### src/rtl/mem_port_arbiter_if.sv
// Bundle of the IF/LS requester ports and the memory-side ports of mem_port_arbiter.
// The slave modport is the arbiter's view; master is the surrounding pipeline/memory view.
interface mem_port_arbiter_if;
    logic        i_if_req;
    logic [31:0] i_if_addr;
    logic        o_if_gnt;
    logic        o_if_rvalid;
    logic [31:0] o_if_rdata;
    logic        i_ls_req;
    logic [31:0] i_ls_addr;
    logic [31:0] i_ls_wdata;
    logic [3:0]  i_ls_bmask;
    logic        i_ls_wren;
    logic        o_ls_gnt;
    logic        o_ls_rvalid;
    logic [31:0] o_ls_rdata;
    logic [31:0] o_mem_addr;
    logic [31:0] o_mem_wdata;
    logic [3:0]  o_mem_bmask;
    logic        o_mem_wren;
    logic [31:0] i_mem_rdata;

    modport slave (
        input  i_if_req, i_if_addr, i_ls_req, i_ls_addr, i_ls_wdata, i_ls_bmask, i_ls_wren,
        input  i_mem_rdata,
        output o_if_gnt, o_if_rvalid, o_if_rdata, o_ls_gnt, o_ls_rvalid, o_ls_rdata,
        output o_mem_addr, o_mem_wdata, o_mem_bmask, o_mem_wren
    );

    modport master (
        output i_if_req, i_if_addr, i_ls_req, i_ls_addr, i_ls_wdata, i_ls_bmask, i_ls_wren,
        output i_mem_rdata,
        input  o_if_gnt, o_if_rvalid, o_if_rdata, o_ls_gnt, o_ls_rvalid, o_ls_rdata,
        input  o_mem_addr, o_mem_wdata, o_mem_bmask, o_mem_wren
    );
endinterface

### src/rtl/mem_port_arbiter.sv
// Arbitrates the unified single-port memory between instruction fetch and load/store.
// LS wins by default; a saturating starvation counter forces an IF grant after STARVE_LIMIT denials.
module mem_port_arbiter #(
    parameter int unsigned STARVE_LIMIT = 4
) (
    input logic               i_clk,
    input logic               i_reset,
    mem_port_arbiter_if.slave bus
);
    localparam int unsigned CNT_W   = 4;
    localparam int unsigned DATA_W  = 32;
    localparam int unsigned BMASK_W = 4;
    localparam logic [CNT_W-1:0] LIMIT = CNT_W'(STARVE_LIMIT);

    logic [CNT_W-1:0]  starve_cnt_q, starve_cnt_d;
    logic              if_rvalid_q, if_rvalid_d;
    logic              ls_rvalid_q, ls_rvalid_d;
    logic [DATA_W-1:0] if_rdata_q, if_rdata_d;
    logic [DATA_W-1:0] ls_rdata_q, ls_rdata_d;

    logic force_if;
    logic if_gnt;
    logic ls_gnt;

    // Grant decision; held off entirely during reset so nothing reaches memory.
    always_comb begin
        force_if = 1'b0;
        if_gnt   = 1'b0;
        ls_gnt   = 1'b0;
        if (!i_reset) begin
            force_if = bus.i_if_req && (starve_cnt_q == LIMIT);
            if_gnt   = bus.i_if_req && (force_if || !bus.i_ls_req);
            ls_gnt   = bus.i_ls_req && !force_if;
        end
    end

    // Memory-side mux follows the grant; idle bus is all zeros.
    always_comb begin
        bus.o_mem_addr  = '0;
        bus.o_mem_wdata = '0;
        bus.o_mem_bmask = '0;
        bus.o_mem_wren  = 1'b0;
        if (ls_gnt) begin
            bus.o_mem_addr  = bus.i_ls_addr;
            bus.o_mem_wdata = bus.i_ls_wdata;
            bus.o_mem_bmask = BMASK_W'(bus.i_ls_bmask);
            bus.o_mem_wren  = bus.i_ls_wren;
        end else if (if_gnt) begin
            bus.o_mem_addr  = bus.i_if_addr;
        end
    end

    // Next state: starvation count and registered responses (store returns the pre-write word).
    always_comb begin
        starve_cnt_d = '0;
        if_rvalid_d  = if_gnt;
        ls_rvalid_d  = ls_gnt;
        if_rdata_d   = if_rdata_q;
        ls_rdata_d   = ls_rdata_q;
        if (bus.i_if_req && !if_gnt) begin
            starve_cnt_d = (starve_cnt_q >= LIMIT) ? LIMIT : starve_cnt_q + CNT_W'(1);
        end
        if (if_gnt) begin
            if_rdata_d = bus.i_mem_rdata;
        end
        if (ls_gnt) begin
            ls_rdata_d = bus.i_mem_rdata;
        end
    end

    always_ff @(posedge i_clk) begin
        if (i_reset) begin
            starve_cnt_q <= '0;
            if_rvalid_q  <= 1'b0;
            ls_rvalid_q  <= 1'b0;
            if_rdata_q   <= '0;
            ls_rdata_q   <= '0;
        end else begin
            starve_cnt_q <= starve_cnt_d;
            if_rvalid_q  <= if_rvalid_d;
            ls_rvalid_q  <= ls_rvalid_d;
            if_rdata_q   <= if_rdata_d;
            ls_rdata_q   <= ls_rdata_d;
        end
    end

    assign bus.o_if_gnt    = if_gnt;
    assign bus.o_ls_gnt    = ls_gnt;
    assign bus.o_if_rvalid = if_rvalid_q;
    assign bus.o_ls_rvalid = ls_rvalid_q;
    assign bus.o_if_rdata  = if_rdata_q;
    assign bus.o_ls_rdata  = ls_rdata_q;
endmodule

### src/flat_wrapper.sv
// flat-port wrapper written by rule: the top's interface ports become plain ports
module mem_port_arbiter_flat 
#(
    parameter int unsigned STARVE_LIMIT = 4
)
  (i_clk, i_reset, bus_i_if_req, bus_i_if_addr, bus_i_ls_req, bus_i_ls_addr, bus_i_ls_wdata, bus_i_ls_bmask, bus_i_ls_wren, bus_i_mem_rdata, bus_o_if_gnt, bus_o_if_rvalid, bus_o_if_rdata, bus_o_ls_gnt, bus_o_ls_rvalid, bus_o_ls_rdata, bus_o_mem_addr, bus_o_mem_wdata, bus_o_mem_bmask, bus_o_mem_wren);
  mem_port_arbiter_if bus_i ();
  input logic i_clk;
  input logic i_reset;
  input wire logic [$bits(bus_i.i_if_req)-1:0] bus_i_if_req;
  input wire logic [$bits(bus_i.i_if_addr)-1:0] bus_i_if_addr;
  input wire logic [$bits(bus_i.i_ls_req)-1:0] bus_i_ls_req;
  input wire logic [$bits(bus_i.i_ls_addr)-1:0] bus_i_ls_addr;
  input wire logic [$bits(bus_i.i_ls_wdata)-1:0] bus_i_ls_wdata;
  input wire logic [$bits(bus_i.i_ls_bmask)-1:0] bus_i_ls_bmask;
  input wire logic [$bits(bus_i.i_ls_wren)-1:0] bus_i_ls_wren;
  input wire logic [$bits(bus_i.i_mem_rdata)-1:0] bus_i_mem_rdata;
  output wire logic [$bits(bus_i.o_if_gnt)-1:0] bus_o_if_gnt;
  output wire logic [$bits(bus_i.o_if_rvalid)-1:0] bus_o_if_rvalid;
  output wire logic [$bits(bus_i.o_if_rdata)-1:0] bus_o_if_rdata;
  output wire logic [$bits(bus_i.o_ls_gnt)-1:0] bus_o_ls_gnt;
  output wire logic [$bits(bus_i.o_ls_rvalid)-1:0] bus_o_ls_rvalid;
  output wire logic [$bits(bus_i.o_ls_rdata)-1:0] bus_o_ls_rdata;
  output wire logic [$bits(bus_i.o_mem_addr)-1:0] bus_o_mem_addr;
  output wire logic [$bits(bus_i.o_mem_wdata)-1:0] bus_o_mem_wdata;
  output wire logic [$bits(bus_i.o_mem_bmask)-1:0] bus_o_mem_bmask;
  output wire logic [$bits(bus_i.o_mem_wren)-1:0] bus_o_mem_wren;
  assign bus_i.i_if_req = bus_i_if_req;
  assign bus_i.i_if_addr = bus_i_if_addr;
  assign bus_i.i_ls_req = bus_i_ls_req;
  assign bus_i.i_ls_addr = bus_i_ls_addr;
  assign bus_i.i_ls_wdata = bus_i_ls_wdata;
  assign bus_i.i_ls_bmask = bus_i_ls_bmask;
  assign bus_i.i_ls_wren = bus_i_ls_wren;
  assign bus_i.i_mem_rdata = bus_i_mem_rdata;
  assign bus_o_if_gnt = bus_i.o_if_gnt;
  assign bus_o_if_rvalid = bus_i.o_if_rvalid;
  assign bus_o_if_rdata = bus_i.o_if_rdata;
  assign bus_o_ls_gnt = bus_i.o_ls_gnt;
  assign bus_o_ls_rvalid = bus_i.o_ls_rvalid;
  assign bus_o_ls_rdata = bus_i.o_ls_rdata;
  assign bus_o_mem_addr = bus_i.o_mem_addr;
  assign bus_o_mem_wdata = bus_i.o_mem_wdata;
  assign bus_o_mem_bmask = bus_i.o_mem_bmask;
  assign bus_o_mem_wren = bus_i.o_mem_wren;
  mem_port_arbiter #(.STARVE_LIMIT(STARVE_LIMIT)) u_core (.i_clk(i_clk), .i_reset(i_reset), .bus(bus_i));
endmodule
### config.mk
export PLATFORM = sky130hd
export DESIGN_NAME = mem_port_arbiter_flat
export DESIGN_NICKNAME = d
export VERILOG_FILES = /design/src/rtl/mem_port_arbiter_if.sv /design/src/rtl/mem_port_arbiter.sv /design/src/flat_wrapper.sv
export SDC_FILE = /design/constraint.sdc
export NUM_CORES = 1
export LEC_CHECK = 0
export ABC_AREA = 1
export ABC_CLOCK_PERIOD_IN_PS = 1650
export CAP_MARGIN = 20
export CORE_MARGIN = 5
export CORE_UTILIZATION = 35
export CTS_CLUSTER_DIAMETER = 60
export DETAILED_ROUTE_END_ITERATION = 7
export PLACE_DENSITY = 0.92
export SLEW_MARGIN = 20
export SYNTH_ARGS = -nofsm -noshare
export SYNTH_HDL_FRONTEND = slang
export SYNTH_SLANG_ARGS = --single-unit
export TNS_END_PERCENT = 10
### constraint.sdc
create_clock -name i_clk -period 1.65 [get_ports i_clk]
set_clock_uncertainty 0.1 [all_clocks]
set_input_delay 0.165 -clock i_clk [delete_from_list [all_inputs] [get_ports i_clk]]
set_output_delay 0.165 -clock i_clk [all_outputs]
set_load 0.02 [all_outputs]
# == Word level (Yosys, flattened, before mapping) ==
# Index checks and enable logic that the tools add are counted.
# Widths: inputs -> output; s select.
# totals
reg_bits,70
inputBits,137
output_inout_bits,137
# op_classes
n_addsub,1
n_lt_le_gt_ge,1
n_eq_ne,1
mux,8
bitwise,1
reduce_logical,10
# ops
operator,n
$mux 32,3
$add 4x1->4 const B,1
$eq 4x3->1 const B,1
$ge 4x3->1 const B,1
$logic_and 1x1->1,4
$mux 4,1
$logic_not 1->1,3
$mux 1,3
$mux 3,1
$reduce_or 3->1,1
$reduce_or 2->1,1
$logic_or 1x1->1,1
$not 1->1,1

# == Longest topological paths before layout ==
# logic_depth
word_depth,9
ltp_mapped,11

# == Worst setup path after synthesis ==
# No wires, ideal clock.
# synth_path
kind,reg-to-output
start,reg u_core.starve_cnt_q[0]
end,out bus_o_mem_bmask[0]
t_arrival_ns,1.667
required_time_ns,1.385
setup_slack_ns,-0.282
path_stages_with_launch,11
path_buffers,1
cell_sequence,dfxtp_1 inv_1 ha_1 nand2_1 inv_1 nand2_2 nand2_4 nor2_2 inv_2 buf_2 nor2_1
# synth_between
elab_chain_cells,6
# synth_lines
item,line_no,rtl
"start, declared",mem_port_arbiter.sv:15,"logic [CNT_W-1:0] starve_cnt_q, starve_cnt_d;"
"start signal, assigned",mem_port_arbiter.sv:79,starve_cnt_q <= starve_cnt_d;
$eq 4x3->1,mem_port_arbiter.sv:31,force_if = bus.i_if_req && (starve_cnt_q == LIMIT);
$logic_and 1x1->1,mem_port_arbiter.sv:31,
$logic_not 1->1,mem_port_arbiter.sv:33,ls_gnt = bus.i_ls_req && !force_if;
$logic_and 1x1->1,mem_port_arbiter.sv:33,
$mux 1,mem_port_arbiter.sv:30,if (!i_reset) begin
via bus_o_ls_gnt,flat_wrapper.sv:21,output wire logic [$bits(bus_i.o_ls_gnt)-1:0] bus_o_ls_gnt;
$mux 4,mem_port_arbiter.sv:43,if (ls_gnt) begin
"end, declared",flat_wrapper.sv:26,output wire logic [$bits(bus_i.o_mem_bmask)-1:0] bus_o_mem_bmask;
# The timed path passes the listed nets, and every way through them passes these cells.

# == Worst setup path after layout ==
# layout_path
start,reg u_core.starve_cnt_q[1]
end,out bus_o_mem_bmask[1]
# layout_between
elab_chain_cells,6
# layout_lines
item,line_no
$eq 4x3->1,mem_port_arbiter.sv:31
$logic_and 1x1->1,mem_port_arbiter.sv:31
$logic_not 1->1,mem_port_arbiter.sv:33
$logic_and 1x1->1,mem_port_arbiter.sv:33
$mux 1,mem_port_arbiter.sv:30
$mux 4,mem_port_arbiter.sv:43
# No other way between the ends.

==> run summary <==
• Cell Chain, Critical Path: inv_2 -> ha_4 -> nand2_2 -> inv_2 -> nand2_4 -> nand2_8 -> nor2_4 -> buf_12 -> inv_12 -> buf_4 -> nor2_4 -> buf_6
• standard cell area after detailed placement: 7037 sq um
• fill cell total of the finished layout: 750
• clk buf depth: 2
• max_cap viols: 0
• crit path max fanout: 6
• boundary pin count: 274
• warnings from Yosys: 0
• hold-fix buffers at CTS: 0
• Die H: 113.7 um
• arrival time worst endpoint: 1.81 ns
• post-synthesis register bit count: 70
• IO Port Bufs: 273
• Unique masters post-synth: 19
• final setup violation count: 84
• number of cell instances on the worst register-to-register path: 11
• Post-Synthesis Cell Area: 3766 sq um
• number of enable flip-flop cells after synthesis: 0
• slack of the critical path: -0.4264 ns
• nets in the synthesized netlist: 769
• root buffer selected by CTS: clkbuf_8
• Syn Area/Cell: 5.978 sq um
• Routed WL per cell: 15.87 um
• RePlAce Congestion: 0.8896
• top sig layer: met4
• fraction of layout cells with a size suffix above 1: 0.2250
• deepest level of the CTS H-tree: 3
• slowest stage cell on the critical path: dfxtp_2
• cell class contributing the biggest share of worst-path delay: buffers and inverters
• Worst Hold Class: in -> reg
• Vias/cell: 4.648
• multi-input logic area: 2110 sq um
• die area: 12930 sq um
• Worst R2R End: u_core.bus.o_ls_rdata[20]
• total placed cells including tap cells: 1028
• kind of end point of the critical path: output port
• Routed met1 length: 6.025 mm
• most common library cell in the layout ignoring fill and taps: clkdlybuf4s50_1
• critical path buffer and inverter count: 6
• Final Max Slew Viols: 0
• register-to-register path setup slack: -0.11 ns
• First DRT Iteration DRCs: 190
• kind of critical path: reg -> out
• detailed-routed wire length on met3: 1.542 mm
• post-route DRC violation count: 0
• clock buffer count from CTS: 9
• maximum number of pins on one net before global-route repair: 36
• length of routed met2 wiring: 8.721 mm
• minimum setup slack after placement: -0.7960 ns
• total gr overflow: 0
• first element of the critical path: u_core.starve_cnt_q[1]
• end point of the critical path: bus_o_mem_bmask[1]
• time the worst path needs with I/O delays and setup: 2.076 ns
• floorplan core area: 10420 sq um
• total area of sequential cells: 1404 sq um
• final worst hold slack: 0.3241 ns
• via count: 4908
• die width: 113.7 um
• number of gates on the worst path with buffers counted: 12
• filler-free cell count of the finished design: 1056
• wire length of the first global-routing pass: 24.45 mm
• source-to-sink clock delay at the later pin of the worst-skew pair: 0.33 ns
• half-perimeter wire length of the detailed placement result: 12.12 mm
• r2r startpoint: u_core.starve_cnt_q[0]
• total global-route track usage: 0.2367
• highest attainable clock frequency: 481.6 MHz
• initial core utilization: 0.3616
• portion of the clock cycle consumed by the worst path in the final layout: 1.258
• wire length after detailed routing: 16.76 mm
• status: finished, violations left
• fraction of the yosys area taken by sequential cells: 0.3721
• Pwr Density: 659.3 nW/um^2
• data required time of the critical path: 1.38 ns
• number of sinks driven by the clock tree: 70
• peak ir drop on the vdd network: 0.0005931 V
• CP max stage delay: 0.34 ns
• clock edge transition at the registers on the reported setup and hold paths: 0.09 ns
• remaining antenna violation count after routing: 0
• design area: 7801 sq um
• number of core rows: 37
• count of nets after finishing: 1054
• dominant synthesized flop cell: dfxtp_1
• violations in the final reports: negative setup slack
• post-layout util: 0.7489
• drt first pass iters: 4
• number of antenna violations at the first check in global routing: 0
• Worst Setup Start Kind: register
• setup repair after global routing missed its margin: true
• most frequent cells in the layout: clkdlybuf4s50_1 (198), nand2_1 (145), inv_1 (104), nor2_1 (95), dfxtp_1 (68)
• share of async-settable or async-resettable flops after synthesis: 0
• LEAKAGE: 3.730 nW
• number of antenna cells inserted: 0
• TritonCTS clock tree: done
• final number of hold-violating endpoints: 0
• number of global-route vias before repair: 4854
• number of instances in the synthesized netlist: 630
• relative area change from synthesis to final layout: 107.1%
## tightest hold or removal path: cells and delay by family
| family | cells | cell delay (ns) |
|---|---|---|
| simple gates | 2 | 0.14 |
| buf+inv | 1 | 0.42 |
## power by group
| group | internal [mW] | total, mW | switching (mW) | leakage [nW] |
|---|---|---|---|---|
| Combinational | 0.900 | 1.74 | 0.840 | 3.05 |
| Clock | 0.857 | 1.55 | 0.696 | 0.106 |
| Sequential | 1.80 | 1.85 | 0.0556 | 0.579 |
## layer usage
layer / track usage / up-vias
met5: 0 / -
li1: - / 2455
met4: 0.08173 / 0
met2: 0.4468 / 229
met1: 0.2433 / 2194
met3: 0.07639 / 30
## cell type report
| class | instances | area share |
|---|---|---|
| Timing Repair Buffer | 317 | 0.4441 |
| Multi-Input combinational cell | 406 | 0.2704 |
| Timing Repair inverter | 1 | 0.0008019 |
| Sequential cell | 70 | 0.1800 |
| Tap cell | 136 | 0.02181 |
| Inverter | 110 | 0.05453 |
| Clock inverter | 7 | 0.01251 |
| Clock buffer | 9 | 0.01588 |
## what timing repair did
item | CTS | global route
endpoints found under the setup margin | 137 | 130
resized for setup | 390 | 82
setup buffers | 2 | 3
pin swaps | 6 | 14
gates cloned | 5 | 2
## registers in the layout, indices dropped and copies added, names as in the netlist
signal                  flops
u_core.bus.o_if_rdata      32
u_core.bus.o_if_rvalid      1
u_core.bus.o_ls_rdata      32
u_core.bus.o_ls_rvalid      1
u_core.starve_cnt_q         4
## per-stage QoR
step / total power, mW / setup TNS, ns
5_1_grt: 5.370 / -32.34
6_report: 5.144 / -24.12
2_1_floorplan: 2.596 / -0.5090
4_1_cts: 5.120 / -26.87
3_5_place_dp: 3.467 / -80.34
3_3_place_gp: 3.437 / -76.94
## kinds of logic after synthesis
logic type    synth area share
simple gates            0.4515
buf+inv                 0.1688
flops                   0.3721
other cells          0.0009957
fa+ha+maj             0.006643
## cells in the mapped netlist (2+ instances only)
cell	count	area share
inv_1	107	0.11
buf_2	19	0.025
inv_2	3	0.0030
nor2_2	2	0.0033
dfxtp_1	70	0.37
nand2_1	162	0.16
ha_1	2	0.0066
nor2_1	138	0.14
buf_4	7	0.014
buf_1	2	0.0020
clkbuf_1	15	0.015
nand3_1	64	0.085
nand4_1	33	0.055
## worst min path at each step
stage	from	endpoint	slack, ns	cells after the start
after CTS	bus_i_mem_rdata[29]	u_core.bus.o_if_rdata[29]	0.29	3
after floorplan	bus_i_mem_rdata[0]	u_core.bus.o_ls_rdata[0]	0.20	2
after global placement	u_core.starve_cnt_q[0]	u_core.starve_cnt_q[0]	0.39	2
final	bus_i_mem_rdata[29]	u_core.bus.o_if_rdata[29]	0.32	3
after detailed placement	u_core.starve_cnt_q[0]	u_core.starve_cnt_q[0]	0.40	2
after global routing	bus_i_mem_rdata[27]	u_core.bus.o_if_rdata[27]	0.32	3
(Power assumes the default switching activity.)
